==> src/rtl/mem_access_stage_pkg.sv <==
// Shared types and widths for the memory-access pipeline stage.
package mem_access_stage_pkg;

  localparam int unsigned XLEN       = 32;
  localparam int unsigned REG_ADDR_W = 5;

  typedef enum logic [1:0] {
    IDLE = 2'd0,
    WAIT = 2'd1,
    DONE = 2'd2
  } mem_state_e;

  // Word accesses only: the low two address bits must be zero.
  function automatic logic is_word_aligned(input logic [XLEN-1:0] addr);
    return (addr[1:0] == 2'b00);
  endfunction

endpackage

==> src/rtl/mem_access_stage_if.sv <==
// Data-memory req/ack port; the remote end may sit across the NoC.
interface mem_access_stage_if;
  import mem_access_stage_pkg::*;

  logic            dmem_req;
  logic            dmem_we;
  logic [XLEN-1:0] dmem_addr;
  logic [XLEN-1:0] dmem_wdata;
  logic            dmem_ack;
  logic [XLEN-1:0] dmem_rdata;

  modport master (
    output dmem_req, dmem_we, dmem_addr, dmem_wdata,
    input  dmem_ack, dmem_rdata
  );

  modport slave (
    input  dmem_req, dmem_we, dmem_addr, dmem_wdata,
    output dmem_ack, dmem_rdata
  );

endinterface

==> src/rtl/mem_access_stage_timeout_ctr.sv <==
// Loadable up-counter that flags when it reaches LIMIT-1.
module mem_timeout_ctr #(
  parameter int unsigned LIMIT = 255,
  parameter int unsigned W     = 8
) (
  input  logic         clk,
  input  logic         rst,
  input  logic         i_load,
  input  logic [W-1:0] i_load_val,
  input  logic         i_en,
  output logic         o_expired
);

  logic [W-1:0] r_count;

  // Load takes priority over increment.
  always_ff @(posedge clk) begin
    if (rst) begin
      r_count <= '0;
    end else if (i_load) begin
      r_count <= i_load_val;
    end else if (i_en) begin
      r_count <= r_count + 1'b1;
    end
  end

  assign o_expired = (r_count == W'(LIMIT - 1));

endmodule

==> src/rtl/mem_access_stage.sv <==
// Memory stage: issues loads/stores over a variable-latency req/ack port,
// stalls upstream while an access is outstanding, and registers the M/W bundle.
module mem_access_stage
  import mem_access_stage_pkg::*;
#(
  parameter int unsigned TIMEOUT_CYCLES = 255,
  parameter int unsigned CNT_W          = 8
) (
  input  logic                  clk,
  input  logic                  rst,
  input  logic                  RegW_enable_M,
  input  logic                  Mem_Write_M,
  input  logic                  Mem_Read_M,
  input  logic                  Result_src_M,
  input  logic [XLEN-1:0]       ALU_result_M,
  input  logic [XLEN-1:0]       Write_Data_M,
  input  logic [REG_ADDR_W-1:0] RDadd_M,
  mem_access_stage_if.master    dmem,
  output logic                  stall_M,
  output logic                  RegW_enable_W,
  output logic                  Result_src_W,
  output logic [XLEN-1:0]       ALU_result_W,
  output logic [XLEN-1:0]       Read_Data_W,
  output logic [REG_ADDR_W-1:0] RDadd_W,
  output logic                  mem_err,
  output logic                  mem_misalign
);

  mem_state_e            r_state;
  logic                  r_dmem_req;
  logic                  r_dmem_we;
  logic [XLEN-1:0]       r_dmem_addr;
  logic [XLEN-1:0]       r_dmem_wdata;
  logic [XLEN-1:0]       r_rdata_cap;
  logic                  r_abort;
  logic                  r_mem_err;
  logic                  r_mem_misalign;
  logic                  r_regw_w;
  logic                  r_rsrc_w;
  logic [XLEN-1:0]       r_alu_w;
  logic [XLEN-1:0]       r_rdata_w;
  logic [REG_ADDR_W-1:0] r_rd_w;

  logic w_access;
  logic w_aligned;
  logic w_start;
  logic w_expired;
  logic w_cnt_en;

  assign w_access  = Mem_Read_M | Mem_Write_M;
  assign w_aligned = is_word_aligned(ALU_result_M);
  assign w_start   = (r_state == IDLE) && w_access && w_aligned;
  assign w_cnt_en  = (r_state == WAIT) && !dmem.dmem_ack;

  mem_timeout_ctr #(
    .LIMIT (TIMEOUT_CYCLES),
    .W     (CNT_W)
  ) u_timeout_ctr (
    .clk        (clk),
    .rst        (rst),
    .i_load     (w_start),
    .i_load_val ('0),
    .i_en       (w_cnt_en),
    .o_expired  (w_expired)
  );

  // Stall is combinational so the upstream freezes in the same cycle the access is seen.
  assign stall_M = w_start || (r_state == WAIT);

  // Access FSM plus M/W register; stalled cycles push a bubble and hold the other W fields.
  always_ff @(posedge clk) begin
    if (rst) begin
      r_state        <= IDLE;
      r_dmem_req     <= 1'b0;
      r_dmem_we      <= 1'b0;
      r_dmem_addr    <= '0;
      r_dmem_wdata   <= '0;
      r_rdata_cap    <= '0;
      r_abort        <= 1'b0;
      r_mem_err      <= 1'b0;
      r_mem_misalign <= 1'b0;
      r_regw_w       <= 1'b0;
      r_rsrc_w       <= 1'b0;
      r_alu_w        <= '0;
      r_rdata_w      <= '0;
      r_rd_w         <= '0;
    end else begin
      r_mem_err      <= 1'b0;
      r_mem_misalign <= 1'b0;
      unique case (r_state)
        IDLE: begin
          if (w_access && !w_aligned) begin
            r_mem_misalign <= 1'b1;
            r_regw_w       <= 1'b0;
          end else if (w_access) begin
            r_dmem_req   <= 1'b1;
            r_dmem_we    <= Mem_Write_M;
            r_dmem_addr  <= {ALU_result_M[XLEN-1:2], 2'b00};
            r_dmem_wdata <= Write_Data_M;
            r_abort      <= 1'b0;
            r_regw_w     <= 1'b0;
            r_state      <= WAIT;
          end else begin
            r_regw_w  <= RegW_enable_M;
            r_rsrc_w  <= Result_src_M;
            r_alu_w   <= ALU_result_M;
            r_rdata_w <= '0;
            r_rd_w    <= RDadd_M;
          end
        end
        WAIT: begin
          r_regw_w <= 1'b0;
          // Ack is checked first so an ack on the expiry cycle still completes normally.
          if (dmem.dmem_ack) begin
            r_rdata_cap <= dmem.dmem_rdata;
            r_dmem_req  <= 1'b0;
            r_state     <= DONE;
          end else if (w_expired) begin
            r_rdata_cap <= '0;
            r_abort     <= 1'b1;
            r_dmem_req  <= 1'b0;
            r_state     <= DONE;
          end
        end
        DONE: begin
          r_regw_w  <= RegW_enable_M && !r_abort;
          r_rsrc_w  <= Result_src_M;
          r_alu_w   <= ALU_result_M;
          r_rdata_w <= r_rdata_cap;
          r_rd_w    <= RDadd_M;
          r_mem_err <= r_abort;
          r_state   <= IDLE;
        end
        default: begin
          r_dmem_req <= 1'b0;
          r_state    <= IDLE;
        end
      endcase
    end
  end

  assign dmem.dmem_req   = r_dmem_req;
  assign dmem.dmem_we    = r_dmem_we;
  assign dmem.dmem_addr  = r_dmem_addr;
  assign dmem.dmem_wdata = r_dmem_wdata;

  assign RegW_enable_W = r_regw_w;
  assign Result_src_W  = r_rsrc_w;
  assign ALU_result_W  = r_alu_w;
  assign Read_Data_W   = r_rdata_w;
  assign RDadd_W       = r_rd_w;
  assign mem_err       = r_mem_err;
  assign mem_misalign  = r_mem_misalign;

endmodule

==> src/flat_wrapper.sv <==
// flat-port wrapper written by rule: the top's interface ports become plain ports
module mem_access_stage_flat import mem_access_stage_pkg::*;
#(
  parameter int unsigned TIMEOUT_CYCLES = 255,
  parameter int unsigned CNT_W          = 8
)
  (clk, rst, RegW_enable_M, Mem_Write_M, Mem_Read_M, Result_src_M, ALU_result_M, Write_Data_M, RDadd_M, stall_M, RegW_enable_W, Result_src_W, ALU_result_W, Read_Data_W, RDadd_W, mem_err, mem_misalign, dmem_dmem_req, dmem_dmem_we, dmem_dmem_addr, dmem_dmem_wdata, dmem_dmem_ack, dmem_dmem_rdata);
  mem_access_stage_if dmem_i ();
  input  logic clk;
  input  logic rst;
  input  logic RegW_enable_M;
  input  logic Mem_Write_M;
  input  logic Mem_Read_M;
  input  logic Result_src_M;
  input  logic [XLEN-1:0] ALU_result_M;
  input  logic [XLEN-1:0] Write_Data_M;
  input  logic [REG_ADDR_W-1:0] RDadd_M;
  output logic stall_M;
  output logic RegW_enable_W;
  output logic Result_src_W;
  output logic [XLEN-1:0] ALU_result_W;
  output logic [XLEN-1:0] Read_Data_W;
  output logic [REG_ADDR_W-1:0] RDadd_W;
  output logic mem_err;
  output logic mem_misalign;
  output wire logic [$bits(dmem_i.dmem_req)-1:0] dmem_dmem_req;
  output wire logic [$bits(dmem_i.dmem_we)-1:0] dmem_dmem_we;
  output wire logic [$bits(dmem_i.dmem_addr)-1:0] dmem_dmem_addr;
  output wire logic [$bits(dmem_i.dmem_wdata)-1:0] dmem_dmem_wdata;
  input wire logic [$bits(dmem_i.dmem_ack)-1:0] dmem_dmem_ack;
  input wire logic [$bits(dmem_i.dmem_rdata)-1:0] dmem_dmem_rdata;
  assign dmem_dmem_req = dmem_i.dmem_req;
  assign dmem_dmem_we = dmem_i.dmem_we;
  assign dmem_dmem_addr = dmem_i.dmem_addr;
  assign dmem_dmem_wdata = dmem_i.dmem_wdata;
  assign dmem_i.dmem_ack = dmem_dmem_ack;
  assign dmem_i.dmem_rdata = dmem_dmem_rdata;
  mem_access_stage #(.TIMEOUT_CYCLES(TIMEOUT_CYCLES), .CNT_W(CNT_W)) u_core (.clk(clk), .rst(rst), .RegW_enable_M(RegW_enable_M), .Mem_Write_M(Mem_Write_M), .Mem_Read_M(Mem_Read_M), .Result_src_M(Result_src_M), .ALU_result_M(ALU_result_M), .Write_Data_M(Write_Data_M), .RDadd_M(RDadd_M), .dmem(dmem_i), .stall_M(stall_M), .RegW_enable_W(RegW_enable_W), .Result_src_W(Result_src_W), .ALU_result_W(ALU_result_W), .Read_Data_W(Read_Data_W), .RDadd_W(RDadd_W), .mem_err(mem_err), .mem_misalign(mem_misalign));
endmodule
==> config.mk <==
export PLATFORM = sky130hd
export DESIGN_NAME = mem_access_stage_flat
export DESIGN_NICKNAME = d
export VERILOG_FILES = /design/src/rtl/mem_access_stage_pkg.sv /design/src/rtl/mem_access_stage_if.sv /design/src/rtl/mem_access_stage_timeout_ctr.sv /design/src/rtl/mem_access_stage.sv /design/src/flat_wrapper.sv
export SDC_FILE = /design/constraint.sdc
export NUM_CORES = 1
export LEC_CHECK = 0
export CORE_ASPECT_RATIO = 0.75
export CORE_MARGIN = 3
export CORE_UTILIZATION = 48
export CTS_CLUSTER_DIAMETER = 50
export DETAILED_ROUTE_END_ITERATION = 16
export PLACE_DENSITY_LB_ADDON = 0.3
export RECOVER_POWER = 25
export SYNTH_ARGS = -nofsm -noshare
export SYNTH_HDL_FRONTEND = slang
export SYNTH_HIERARCHICAL = 1
export SYNTH_SLANG_ARGS = --single-unit
==> constraint.sdc <==
create_clock -name clk -period 3.05 [get_ports clk]
set_input_delay 0.7625 -clock clk [delete_from_list [all_inputs] [get_ports clk]]
set_output_delay 0.7625 -clock clk [all_outputs]
set_load 0.05 [all_outputs]
# Yosys cells after proc, flatten, opt, wreduce, memory -nomap -nowiden
# Index checks and enable logic that the tools add are counted.
# totals
regBits	180
inputBits	108
output_inout_bits	140
word_cells	86
# op_classes
n_addsub	1
eq_ne	9
mux	33
n_bitwise	4
n_reduce_logical	24
# ops
cell	count
2-to-1 mux 32 bit	6
case mux 32 bit (2 select lines)	2
2-to-1 mux 1 bit	13
2-to-1 mux 5 bit	2
case mux 5 bit (2 select lines)	1
AND reduction 3 bit	3
adder 8 x 1 -> 8 bit, second input constant	1
== test 8 bit, second input constant	1
2-to-1 mux 2 bit	4
!= test 2 bit, second input constant	4
case mux 1 bit (3 select lines)	2
nonzero test 2 bit	3
OR reduction 2 bit	3
logical AND 1 bit	5
AND reduction 5 bit	1
logical NOT 2 bit	2
case mux 1 bit (2 select lines)	2
case mux 2 bit (2 select lines)	1
AND reduction 4 bit	1
logical NOT 1 bit	3
!= test 3 bit, second input constant	1
inverter 1 bit	3
nonzero test 3 bit	1
== test 2 x 1 -> 1 bit, second input constant	1
other kinds (5)	5

# Depth between registers and ports, before layout
# depth
ltp_word	5
ltp_mapped	11

# Cells and area by module
# The synthesis kept the hierarchy.
# by_module_without_submodules
mod	n_inst	cells_per_inst	area_per_inst_um2	seq_area_each_um2
mem_access_stage	1	706	6231.0	3443.3
mem_timeout_ctr	1	58	485.5	160.2

# Worst setup path after synthesis
# OpenSTA, ideal clock, no wires.
# synth_timing
path_kind	input port to output port
from	in ALU_result_M[0]
to	out stall_M
arrival_time_ns	1.676
required_time_ns	2.288
path_slack_ns	0.611
stages	5
path_buffers	2
path_cell_list	nor2_1 -> nand2b_4 -> buf_6 -> buf_4 -> nand2_1
# synth_between
elab_chain_cells	3
# synth_rtl
element	line	rtl
start, declared	flat_wrapper.sv:15	input logic [XLEN-1:0] ALU_result_M;
logical NOT 2 bit	mem_access_stage_pkg.sv:15	return (addr[1:0] == 2'b00);
logical AND 1 bit	mem_access_stage.sv:52	assign w_start = (r_state == IDLE) && w_access && w_aligned;
logical OR 1 bit	mem_access_stage.sv:68	assign stall_M = w_start || (r_state == WAIT);
end, declared	flat_wrapper.sv:18	output logic stall_M;
# No other way between the ends.

# Final worst setup path
# layout_timing
from	in Mem_Write_M
to	out stall_M
# layout_between
elab_chain_cells	4
# layout_rtl
element	line	rtl
start, declared	flat_wrapper.sv:12	input logic Mem_Write_M;
OR 1 bit	mem_access_stage.sv:50	assign w_access = Mem_Read_M | Mem_Write_M;
logical AND 1 bit (2 in series)	mem_access_stage.sv:52	
logical OR 1 bit	mem_access_stage.sv:68	
# No other way between the ends.

==> flow_summary_export.csv <==
group,metric,value,unit
place,postPlaceCellArea,9170,µm²
layout,layout.nets,1105,
floorplan,dieWidth,143,µm
worst_setup_path,critPathTopFamily,"buffers and inverters",
worst_setup_path,cp-start-kind,"input port",
clock_network,clockBufferDepth,2,
worst_setup_path,cp_cell_sequence,"dlygate4sd3_1, o21ai_2, nand2b_4, nand2_1, buf_12",
clock_network,post-cts-setup-buffers,0,
sta,final.setup.tns,0,ns
global_routing,grt_pass1_wl,29000,µm
routing,antenna_left,0,
sta,drv_slew,0,
floorplan,num_rows,36,
floorplan,ios,248,
sta,max_freq,0.366,GHz
global_routing,grt_pass1_vias,5789,
floorplan,fp.coreArea,13300,µm²
layout,drive_gt1_share,6.39,%
yosys,synth_top_flop_cell,"dfxtp_1",
clock_network,clk_pin_slew,0.06,ns
run_status,status,"complete, no violations",
global_routing,antenna_found_initial,0,
clock_network,cts_buffers,17,
layout,finalInstanceArea,9770,µm²
routing,dr_total_vias,5999,
worst_setup_path,critical-path-max-stage-delay,0.61,ns
worst_setup_path,worst_ep_arrival_time,1.97,ns
power,cellPowerDensity,598,nW/µm²
clock_network,cts-root-buf,"clkbuf_16",
layout,synthToLayoutAreaGrowth,45.5,%
place,portBuffers,245,
worst_setup_path,crit_buf_inv,2,
global_routing,grt_start_max_net_pins,69,
yosys,synth_area,6720,µm²
worst_setup_path,cp.required,2.29,ns
yosys,yosysSeqAreaShare,53.7,%
place,dpl.hpwl,12500,µm
routing,wl,18500,µm
flow_run,maxCapViolCount,0,
routing,viasPerCell,5.11,
worst_setup_path,cp_slowest_cell,"dlygate4sd3_1",
clock_network,clk_latency,0.42,ns
sta,slew_headroom,16.7,%
power,p_leak,3.49,nW
floorplan,initial_utilization,50.4,%
routing,route.detailed.drc,0,
sta,tightest_slew,1.25,ns
clock_network,cts.sinks,180,
sta,hold_viol,0,
floorplan,die_area,15500,µm²
worst_setup_path,worstSetupPathType,"in -> out",
worst_hold_path,hold_class,"reg -> reg",
sta,skew,0.0129,ns
sta,rsz0062_at_grt,"false",
global_routing,grt_util_all_layers,23.3,%
yosys,postSynthCellCount,764,
clock_network,hold_buffers,0,
routing,drt-pass1-iter-count,5,
yosys,avgSynthCellArea,8.79,µm²
yosys,yosysWarnings,6,
routing,wl_per_cell,15.7,µm
sta,period_needed,2.73,ns
sta,finalSetupViolations,0,
worst_setup_path,cp-end-kind,"primary output",
yosys,synth-seq-cells,180,
sta,min_period_over_period,89.6,%
power,ir_worst_vdd,422,µV
worst_setup_path,cp_max_fo,4,
clock_network,htreeDepth,4,
routing,dr.first_iter.drc_count,419,
yosys,synth_cell_types,46,
yosys,synth_edf_count,0,
yosys,async_reset_ff_share,0,%
floorplan,chipHeight,108,µm
global_routing,grt.overflow.total,0,
layout,nFillCells,1002,
clock_network,ctsResizeCount,0,
clock_network,cts_tree,"built",
place,place.gp.congestion,0.773,
-- state kept, by name, summed over array words and instances (netlist names) --
signal,flops
u_core/Result_src_W,1
u_core/r_state,2
u_core/mem_err,1
u_core/u_timeout_ctr/r_count,8
u_core/RegW_enable_W,1
u_core/dmem.dmem_req,1
u_core/r_rdata_cap,32
u_core/dmem.dmem_we,1
u_core/dmem.dmem_addr,30
u_core/Read_Data_W,32
u_core/dmem.dmem_wdata,32
u_core/r_abort,1
u_core/ALU_result_W,32
u_core/RDadd_W,5
u_core/mem_misalign,1
-- final cells by class --
| cell class | count | area (µm²) | share of cell area (%) |
|---|---|---|---|
| well taps | 171 | 214 | 2.19 |
| flip-flops and latches | 180 | 3600 | 36.9 |
| repair buffers | 258 | 2570 | 26.3 |
| diodes | 1 | 2.50 | 0.0256 |
| clock inverters | 13 | 248 | 2.53 |
| inverters | 9 | 35.0 | 0.358 |
| multi-input cells | 524 | 2680 | 27.4 |
| clock buffers | 17 | 425 | 4.35 |
-- cell usage after synthesis, types with 2 or more instances --
| cell type | instances | area share (%) |
|---|---|---|
| a22oi_2 | 12 | 2.2 |
| nand2_1 | 207 | 12 |
| a21oi_2 | 10 | 1.3 |
| xor2_1 | 3 | 0.39 |
| nand2b_1 | 3 | 0.28 |
| and2_1 | 2 | 0.19 |
| a22oi_1 | 52 | 5.8 |
| buf_4 | 8 | 0.89 |
| a21oi_1 | 98 | 7.3 |
| nand4_1 | 2 | 0.19 |
| a211oi_1 | 2 | 0.22 |
| nand3_1 | 4 | 0.30 |
| buf_2 | 16 | 1.2 |
| o31ai_1 | 3 | 0.34 |
| clkbuf_1 | 20 | 1.1 |
| buf_6 | 15 | 2.5 |
| inv_1 | 8 | 0.45 |
| dfxtp_1 | 180 | 54 |
| nor3b_1 | 3 | 0.34 |
| nor2_1 | 75 | 4.2 |
| o21a_1 | 3 | 0.34 |
| ha_1 | 7 | 1.3 |
| mux2i_1 | 3 | 0.45 |
| nor3_1 | 5 | 0.37 |
| nand3b_1 | 2 | 0.22 |
-- logic make-up after synthesis --
logic type | synth area share (%)
xor gates and xnor gates | 0.522
AOI/OAI and AO/OA | 18.6
adders and majority gates | 1.30
buffers and inverters | 6.30
muxes | 0.950
and+or+nand+nor | 18.6
other | 0.0558
DFF | 53.7
-- final timing paths --
kind,slack (ns),start,to,cells past startpoint
max,0.32,Mem_Write_M,stall_M,5
min,0.45,u_core/ALU_result_W[10],u_core/ALU_result_W[10],2
max reg2reg,0.86,u_core/r_state[1],u_core/u_timeout_ctr/r_count[6],7
min reg2reg,0.45,u_core/ALU_result_W[10],u_core/ALU_result_W[10],2
-- stage by stage --
step,utilization (%),power (mW),hold slack (ns),worst slack [ns],cells
CTS,73.8,5.89,0.451,0.367,1172
global placement,68.8,3.40,0.437,0.374,1142
floorplan,-,3.07,0.417,0.611,773
finish,73.3,5.85,0.450,0.317,1173
global route,73.3,6.04,0.460,0.278,1172
detailed placement,68.8,3.42,0.444,0.367,1142
-- report_power, final --
| group | switching, mW | total [mW] | internal (mW) |
|---|---|---|---|
| registers | 0.0527 | 2.49 | 2.44 |
| logic | 0.531 | 0.867 | 0.336 |
| clock network | 0.938 | 2.49 | 1.55 |
-- tightest hold or removal path, delay by kind of cell (launching register included) --
family | cells | cell delay (ns)
compound gates | 1 | 0.05
simple gates | 1 | 0.05
flops | 1 | 0.31
-- layer usage --
layer	share of wire, %	track usage, %
met5	0	0
met4	2.0	9.23
met3	8.5	8.18
met2	48	38.1
met1	41	28.2
-- cells in the final DEF (no fill, tap or decap), types with 3 or more instances in the layout --
master / synthesis / layout
xor2_1: 3 / 3
nand2_1: 207 / 207
a21oi_1: 98 / 98
a22oi_2: 12 / 3
a21oi_2: 10 / 10
buf_12: 0 / 3
ha_1: 7 / 7
inv_1: 8 / 8
bufinv_16: 0 / 6
nand3_1: 4 / 4
clkbuf_16: 0 / 17
buf_4: 8 / 8
clkbuf_2: 0 / 3
dfxtp_1: 180 / 180
conb_1: 1 / 10
nor2_1: 75 / 76
clkdlybuf4s50_1: 0 / 242
nand2b_1: 3 / 3
o31ai_1: 3 / 3
o21a_1: 3 / 3
nor3b_1: 3 / 3
nor3_1: 5 / 5
mux2i_1: 3 / 3
inv_6: 0 / 3
a22oi_1: 52 / 61
(Power assumes the default switching activity.)
